==> src/rtl/systolic_sequencer.sv <==
// rtl/systolic_sequencer.sv - sequences one matrix job through a systolic-array datapath
//
// Purpose:
//   Accepts an operand stream over a valid/ready handshake and turns each
//   transfer into a one-cycle weight or input load strobe. It then waits out
//   the compute latency, fires the store strobe, and captures the N*N result
//   burst into a show-ahead FIFO that the consumer drains at its own pace.
//
// Optional feature (macro SEQ_DRAIN_TIMEOUT_EN):
//   When defined, a watchdog limits DRAIN to TIMEOUT cycles. On expiry it
//   pulses error and returns to IDLE, and partial results stay in the FIFO.
//   When undefined, DRAIN waits indefinitely and error is tied low.
//
// Ports:
//   clk, reset_n           clock, synchronous active-low reset
//   start, reuse_weights   job request; reuse_weights skips the weight load
//   in_valid/in_data/in_ready  operand stream
//   sa_data_in             operand to the array, valid with a load strobe
//   sa_load_weights        weight-load strobe
//   sa_load_inputs         input-load strobe
//   sa_store_outputs       store strobe
//   sa_results/sa_valid_out  array result stream, captured only in DRAIN
//   res_valid/res_data/res_ready  result FIFO, show-ahead
//   busy                   state is not IDLE
//   done                   one-cycle pulse when a job completes
//   error                  one-cycle pulse on a DRAIN timeout

module systolic_sequencer #(
    parameter int N              = 2,
    parameter int BITWIDTH       = 4,
    parameter int OUTWIDTH       = 8,
    parameter int COMPUTE_CYCLES = 4,
    parameter int TIMEOUT        = 64
) (
    input  logic                clk,
    input  logic                reset_n,
    input  logic                start,
    input  logic                reuse_weights,
    input  logic                in_valid,
    input  logic [BITWIDTH-1:0] in_data,
    output logic                in_ready,
    output logic [BITWIDTH-1:0] sa_data_in,
    output logic                sa_load_weights,
    output logic                sa_load_inputs,
    output logic                sa_store_outputs,
    input  logic [OUTWIDTH-1:0] sa_results,
    input  logic                sa_valid_out,
    output logic                res_valid,
    output logic [OUTWIDTH-1:0] res_data,
    input  logic                res_ready,
    output logic                busy,
    output logic                done,
    output logic                error
);

    localparam int NN    = N * N;
    localparam int CNT_W = (NN > 1) ? $clog2(NN) : 1;
    localparam int OCC_W = $clog2(NN + 1);
    localparam int CC_W  = (COMPUTE_CYCLES > 1) ? $clog2(COMPUTE_CYCLES) : 1;

    localparam logic [CNT_W-1:0] CNT_LAST = CNT_W'(NN - 1);
    localparam logic [CC_W-1:0]  CC_LAST  = CC_W'(COMPUTE_CYCLES - 1);

    generate
        if (NN < 1) begin : g_bad_n
            $error("N must be at least 1");
        end
        if (COMPUTE_CYCLES < 1) begin : g_bad_compute_cycles
            $error("COMPUTE_CYCLES must be at least 1");
        end
        if (TIMEOUT < 1) begin : g_bad_timeout
            $error("TIMEOUT must be at least 1");
        end
    endgenerate

    typedef enum logic [2:0] {
        S_IDLE,
        S_LOAD_W,
        S_LOAD_X,
        S_COMPUTE,
        S_STORE,
        S_DRAIN
    } state_t;

    state_t            state;
    logic [CNT_W-1:0]  cnt;      // shared by LOAD_W, LOAD_X and DRAIN
    logic [CC_W-1:0]   cc_cnt;

    logic [OUTWIDTH-1:0] fifo_mem [0:NN-1];
    logic [CNT_W-1:0]    wr_ptr;
    logic [CNT_W-1:0]    rd_ptr;
    logic [OCC_W-1:0]    fifo_cnt;

    logic xfer;
    logic push;
    logic pop;
    logic fifo_empty;
    logic last_capture;

    // Every decoded output below is a pure function of the state register,
    // so all of them are glitch-free and zero in reset.
    assign in_ready         = (state == S_LOAD_W) || (state == S_LOAD_X);
    assign busy             = (state != S_IDLE);
    assign sa_store_outputs = (state == S_STORE);

    assign fifo_empty   = (fifo_cnt == '0);
    assign res_valid    = !fifo_empty;
    assign res_data     = fifo_mem[rd_ptr];

    assign xfer         = in_valid && in_ready;
    assign push         = (state == S_DRAIN) && sa_valid_out;
    assign pop          = res_valid && res_ready;
    assign last_capture = push && (cnt == CNT_LAST);

    function automatic logic [CNT_W-1:0] next_ptr(input logic [CNT_W-1:0] p);
        return (p == CNT_LAST) ? '0 : p + 1'b1;
    endfunction

`ifdef SEQ_DRAIN_TIMEOUT_EN
    localparam int WD_W = (TIMEOUT > 1) ? $clog2(TIMEOUT) : 1;
    localparam logic [WD_W-1:0] WD_LAST = WD_W'(TIMEOUT - 1);

    logic [WD_W-1:0] wd_cnt;
`else
    assign error = 1'b0;
`endif

    always_ff @(posedge clk) begin
        if (!reset_n) begin
            state           <= S_IDLE;
            cnt             <= '0;
            cc_cnt          <= '0;
            sa_data_in      <= '0;
            sa_load_weights <= 1'b0;
            sa_load_inputs  <= 1'b0;
            done            <= 1'b0;
`ifdef SEQ_DRAIN_TIMEOUT_EN
            wd_cnt          <= '0;
            error           <= 1'b0;
`endif
        end else begin
            // Strobes and pulses are one cycle unless re-asserted below.
            sa_load_weights <= 1'b0;
            sa_load_inputs  <= 1'b0;
            done            <= 1'b0;
`ifdef SEQ_DRAIN_TIMEOUT_EN
            error           <= 1'b0;
`endif
            case (state)
                S_IDLE: begin
                    cnt    <= '0;
                    cc_cnt <= '0;
                    // A non-empty FIFO blocks new jobs so a burst can never
                    // overflow it.
                    if (start && fifo_empty) begin
                        state <= reuse_weights ? S_LOAD_X : S_LOAD_W;
                    end
                end

                S_LOAD_W: begin
                    if (xfer) begin
                        sa_data_in      <= in_data;
                        sa_load_weights <= 1'b1;
                        if (cnt == CNT_LAST) begin
                            cnt   <= '0;
                            state <= S_LOAD_X;
                        end else begin
                            cnt <= cnt + 1'b1;
                        end
                    end
                end

                S_LOAD_X: begin
                    if (xfer) begin
                        sa_data_in     <= in_data;
                        sa_load_inputs <= 1'b1;
                        if (cnt == CNT_LAST) begin
                            cnt    <= '0;
                            cc_cnt <= '0;
                            state  <= S_COMPUTE;
                        end else begin
                            cnt <= cnt + 1'b1;
                        end
                    end
                end

                S_COMPUTE: begin
                    if (cc_cnt == CC_LAST) begin
                        cc_cnt <= '0;
                        state  <= S_STORE;
                    end else begin
                        cc_cnt <= cc_cnt + 1'b1;
                    end
                end

                S_STORE: begin
                    cnt   <= '0;
                    state <= S_DRAIN;
`ifdef SEQ_DRAIN_TIMEOUT_EN
                    wd_cnt <= '0;
`endif
                end

                S_DRAIN: begin
                    if (push) begin
                        if (last_capture) begin
                            cnt   <= '0;
                            done  <= 1'b1;
                            state <= S_IDLE;
                        end else begin
                            cnt <= cnt + 1'b1;
                        end
                    end
`ifdef SEQ_DRAIN_TIMEOUT_EN
                    // A completing capture in the final watchdog cycle wins.
                    if (!last_capture) begin
                        if (wd_cnt == WD_LAST) begin
                            wd_cnt <= '0;
                            cnt    <= '0;
                            error  <= 1'b1;
                            state  <= S_IDLE;
                        end else begin
                            wd_cnt <= wd_cnt + 1'b1;
                        end
                    end
`endif
                end

                default: state <= S_IDLE;
            endcase
        end
    end

    // Result FIFO. Simultaneous push and pop keep occupancy fixed; the read
    // and write pointers advance independently, so order is preserved.
    always_ff @(posedge clk) begin
        if (!reset_n) begin
            wr_ptr   <= '0;
            rd_ptr   <= '0;
            fifo_cnt <= '0;
            for (int i = 0; i < NN; i++) begin
                fifo_mem[i] <= '0;
            end
        end else begin
            if (push) begin
                fifo_mem[wr_ptr] <= sa_results;
                wr_ptr           <= next_ptr(wr_ptr);
            end
            if (pop) begin
                rd_ptr <= next_ptr(rd_ptr);
            end
            case ({push, pop})
                2'b10:   fifo_cnt <= fifo_cnt + 1'b1;
                2'b01:   fifo_cnt <= fifo_cnt - 1'b1;
                default: fifo_cnt <= fifo_cnt;
            endcase
        end
    end

endmodule

==> config.mk <==
export PLATFORM = sky130hd
export DESIGN_NAME = systolic_sequencer
export DESIGN_NICKNAME = d
export VERILOG_FILES = /design/src/rtl/systolic_sequencer.sv
export SDC_FILE = /design/constraint.sdc
export NUM_CORES = 1
export LEC_CHECK = 0
export CAP_MARGIN = 25
export CORE_MARGIN = 1
export CORE_UTILIZATION = 30
export DETAILED_ROUTE_END_ITERATION = 8
export PLACE_DENSITY = 0.45
export SYNTH_ARGS = -nofsm -noshare
export SYNTH_HDL_FRONTEND = slang
export SYNTH_SLANG_ARGS = --single-unit
==> constraint.sdc <==
create_clock -name clk -period 3.5 [get_ports clk]
set_clock_uncertainty 0.15 [all_clocks]
set_input_delay 0.7 -clock clk [delete_from_list [all_inputs] [get_ports clk]]
set_output_delay 0.7 -clock clk [all_outputs]
set_load 0.02 [all_outputs]
==> results.toml <==
[pwr]
clkPwrFrac = 0.289
p_sw_uw = 355
power_density_mw_per_mm2 = 411
switching_share = 0.269
seqPwrFrac = 0.561
combPwrFrac = 0.149
p_leak_uw = 0.00121
internal_power_uw = 963
peakVddDrop_v = 0.000143

[cts]
clk-insertion-delay-late_ns = 0.32
post_cts_resized = 0
numCtsBuffers = 5
ctsHoldBuffers = 0
cts-root-buf = "clkbuf_8"
clockBufferDepth = 2
postCtsSetupRepairBufs = 0
htree_num_levels = 2
path_clk_slew_ns = 0.12
cts_tree = "done"
clock-sinks = 55

[global_route]
grt.overflow.total = 0
grt_antenna_before_repair = 0
grt_usage = 0.124
grt_pass1_vias = 1647
grt_use_met2 = 0.212
grt_use_met1 = 0.153
grt_max_degree = 38
gr-max-usage-layer = "met2"
met3_usage = 0.0269
grt_pass1_wl_mm = 8.35

[sta]
worst_slack_ns = 0.516
worstMarginPinSlew_ns = 0.604
drv_slew = 0
rsz0062_at_grt = "no"
relSlewSlack = 0.597
setup_viol = 0
fin_crit_ns = 2.98
finalCritPeriodShare = 0.852
max_freq_mhz = 335
setup_tns_ns = 0
hold_ws_ns = 0.347
finalHoldViolations = 0

[critical_path]
rr_endpoint = "fifo_cnt[2]$_SDFFE_PN0P_"
ff2ff_setup_slack_ns = 1.06
r2r-start = "state[0]$_SDFFE_PN0P_"
endpoint = "res_data[4]"
rr_worst_depth = 6
start_kind = "register"
cp-end-kind = "primary output"
max_stage_delay_ns = 0.69
path_cells = "mux4_2 > clkdlybuf4s50_1"
critical_path_class = "register to primary output"
arrival_ns = 2.13
worstPathRequired_ns = 2.65
cp_max_fo = 8
cp_slowest_cell = "dfxtp_1"

[floorplan]
die_area_sq_mm = 0.00922
die_h_um = 96.0
start_util = 0.316
io_pins = 39
rows = 33
die_w_um = 96.0
core_region_area_sq_mm = 0.00838

[place]
portBuffers = 37
routabilityCongestion = 0.700
detailed_place_hpwl_mm = 3.57
dp.cells = 354
dpl_worst_slack_ns = 0.458

[logic_synthesis]
netlist_instances = 221
synthArstFlopShare = 0
synthDistinctLibCells = 45
synth_most_common_cell = "edfxtp_1"
yosys-top-cells-count = "edfxtp_1, and2_1, dfxtp_1"
synth_ff_type = "edfxtp_1"
synth_edf_count = 32
synth_seq_area_share = 0.536
ys_seq_elements = 55
syn-cell-area_sq_mm = 0.00265
synth_area_leaders = "edfxtp_1, dfxtp_1, mux4_2, and2_1, nor2b_1"
synth_top_cell_by_area = "edfxtp_1"
synth.net_count = 245
syn_area_per_cell_sq_um = 12.0
ys_warn_count = 0
yosysTopAreaCellShare = 0.362

[route]
first_pass_iters = 4
drc = 0
routedWlPerCell_um = 14.3
totalWireLength_mm = 5.19
drt_iter0_drc = 44
ant_nets = 0
num_vias = 1686
vias_per_cell = 4.66

[cells_and_area]
stdcell_count = 362
antenna_cells = 0
syn2layout_area_growth_pct = 21.0
layout-drive-gt1-share = 0.113
nets = 280

[worst_hold_path]
hp-class = "register to register"

[run]
drv_cap = 0

[outcome]
status = "complete, no violations"
-- power groups by stage --
stage,Combinational [uW],Sequential (uW),Clock (uW)
after floorplan,135,740,0
after global placement,200,756,0
after detailed placement,199,756,0
after CTS,200,741,397
after global routing,217,746,412
final,197,740,381
-- worst min path at each step --
stage	start	end	slack [ns]	cells after the start
after global placement	cc_cnt[1]$_SDFFE_PN0P_	cc_cnt[1]$_SDFFE_PN0P_	0.33	2
after detailed placement	cc_cnt[1]$_SDFFE_PN0P_	cc_cnt[1]$_SDFFE_PN0P_	0.33	2
after CTS	cc_cnt[1]$_SDFFE_PN0P_	cc_cnt[1]$_SDFFE_PN0P_	0.35	2
after global routing	cc_cnt[1]$_SDFFE_PN0P_	cc_cnt[1]$_SDFFE_PN0P_	0.38	2
after floorplan	cc_cnt[1]$_SDFFE_PN0P_	cc_cnt[1]$_SDFFE_PN0P_	0.31	2
final	cc_cnt[1]$_SDFFE_PN0P_	cc_cnt[1]$_SDFFE_PN0P_	0.35	2
-- through the flow --
stage	area, sq um	util	total power [uW]
floorplan	2650	-	875
global placement	3110	0.371	956
detailed placement	3110	0.371	955
CTS	3210	0.383	1340
global route	3210	0.383	1380
finish	3210	0.383	1320
-- final cells by class --
| cell class | count | area (sq um) |
|---|---|---|
| inverters | 4 | 15.0 |
| clock inverters | 3 | 27.5 |
| fillers | 841 | 5170 |
| well taps | 105 | 131 |
| clock buffers | 5 | 68.8 |
| flip-flops and latches | 55 | 1420 |
| multi-input cells | 148 | 1140 |
| repair buffers | 42 | 408 |
-- worst max-delay path, delay by kind of cell (launching register included) --
family	cells	cell delay, ns
DFF	1	0.69
buffers and inverters	1	0.55
muxes	1	0.58
-- sequential cells by signal, indices dropped and copies added (netlist names), named ones only --
register / flops
wr_ptr: 2
sa_data_in: 4
cc_cnt: 2
done: 1
rd_ptr: 2
sa_load_inputs: 1
cnt: 2
fifo_mem: 32
fifo_cnt: 3
state: 3
sa_load_weights: 1
-- cells in the final DEF, fill, tap and decap left out, drive strengths merged, types with 2 or more instances in the layout --
cell type	synthesis	routed
and2	27	27
a21boi	4	4
o21ai	4	4
nor2	8	8
nor3b	3	3
a21oi	5	5
dfxtp	23	23
mux2i	6	6
nor2b	16	16
xnor2	2	2
nor3	6	6
ha	4	4
mux4	8	8
nand3	4	4
inv	4	6
and3	13	13
edfxtp	32	32
clkbuf	6	5
nand3b	2	2
clkdlybuf4s50	0	37
nand2	13	13
buf	8	5
nand2b	7	7
-- metal layers --
metal  vias to the layer above  wire length, um
met1                       786             2480
met3                         8              211
met2                        41             2430
li1                        851                -
met5                         -                0
met4                         0               72
-- cells by family (layout without fill, tap and decap cells) --
group / Yosys count / count (layout) / share of synthesized area
other cells: 1 / 1 / 0.00141
mux: 14 / 14 / 0.0906
compound gates: 23 / 23 / 0.0632
fa+ha+maj: 5 / 5 / 0.0264
simple gates: 102 / 102 / 0.237
flops: 55 / 55 / 0.536
xor+xnor: 3 / 3 / 0.00991
buf+inv: 18 / 54 / 0.0354
(Power assumes the default switching activity.)
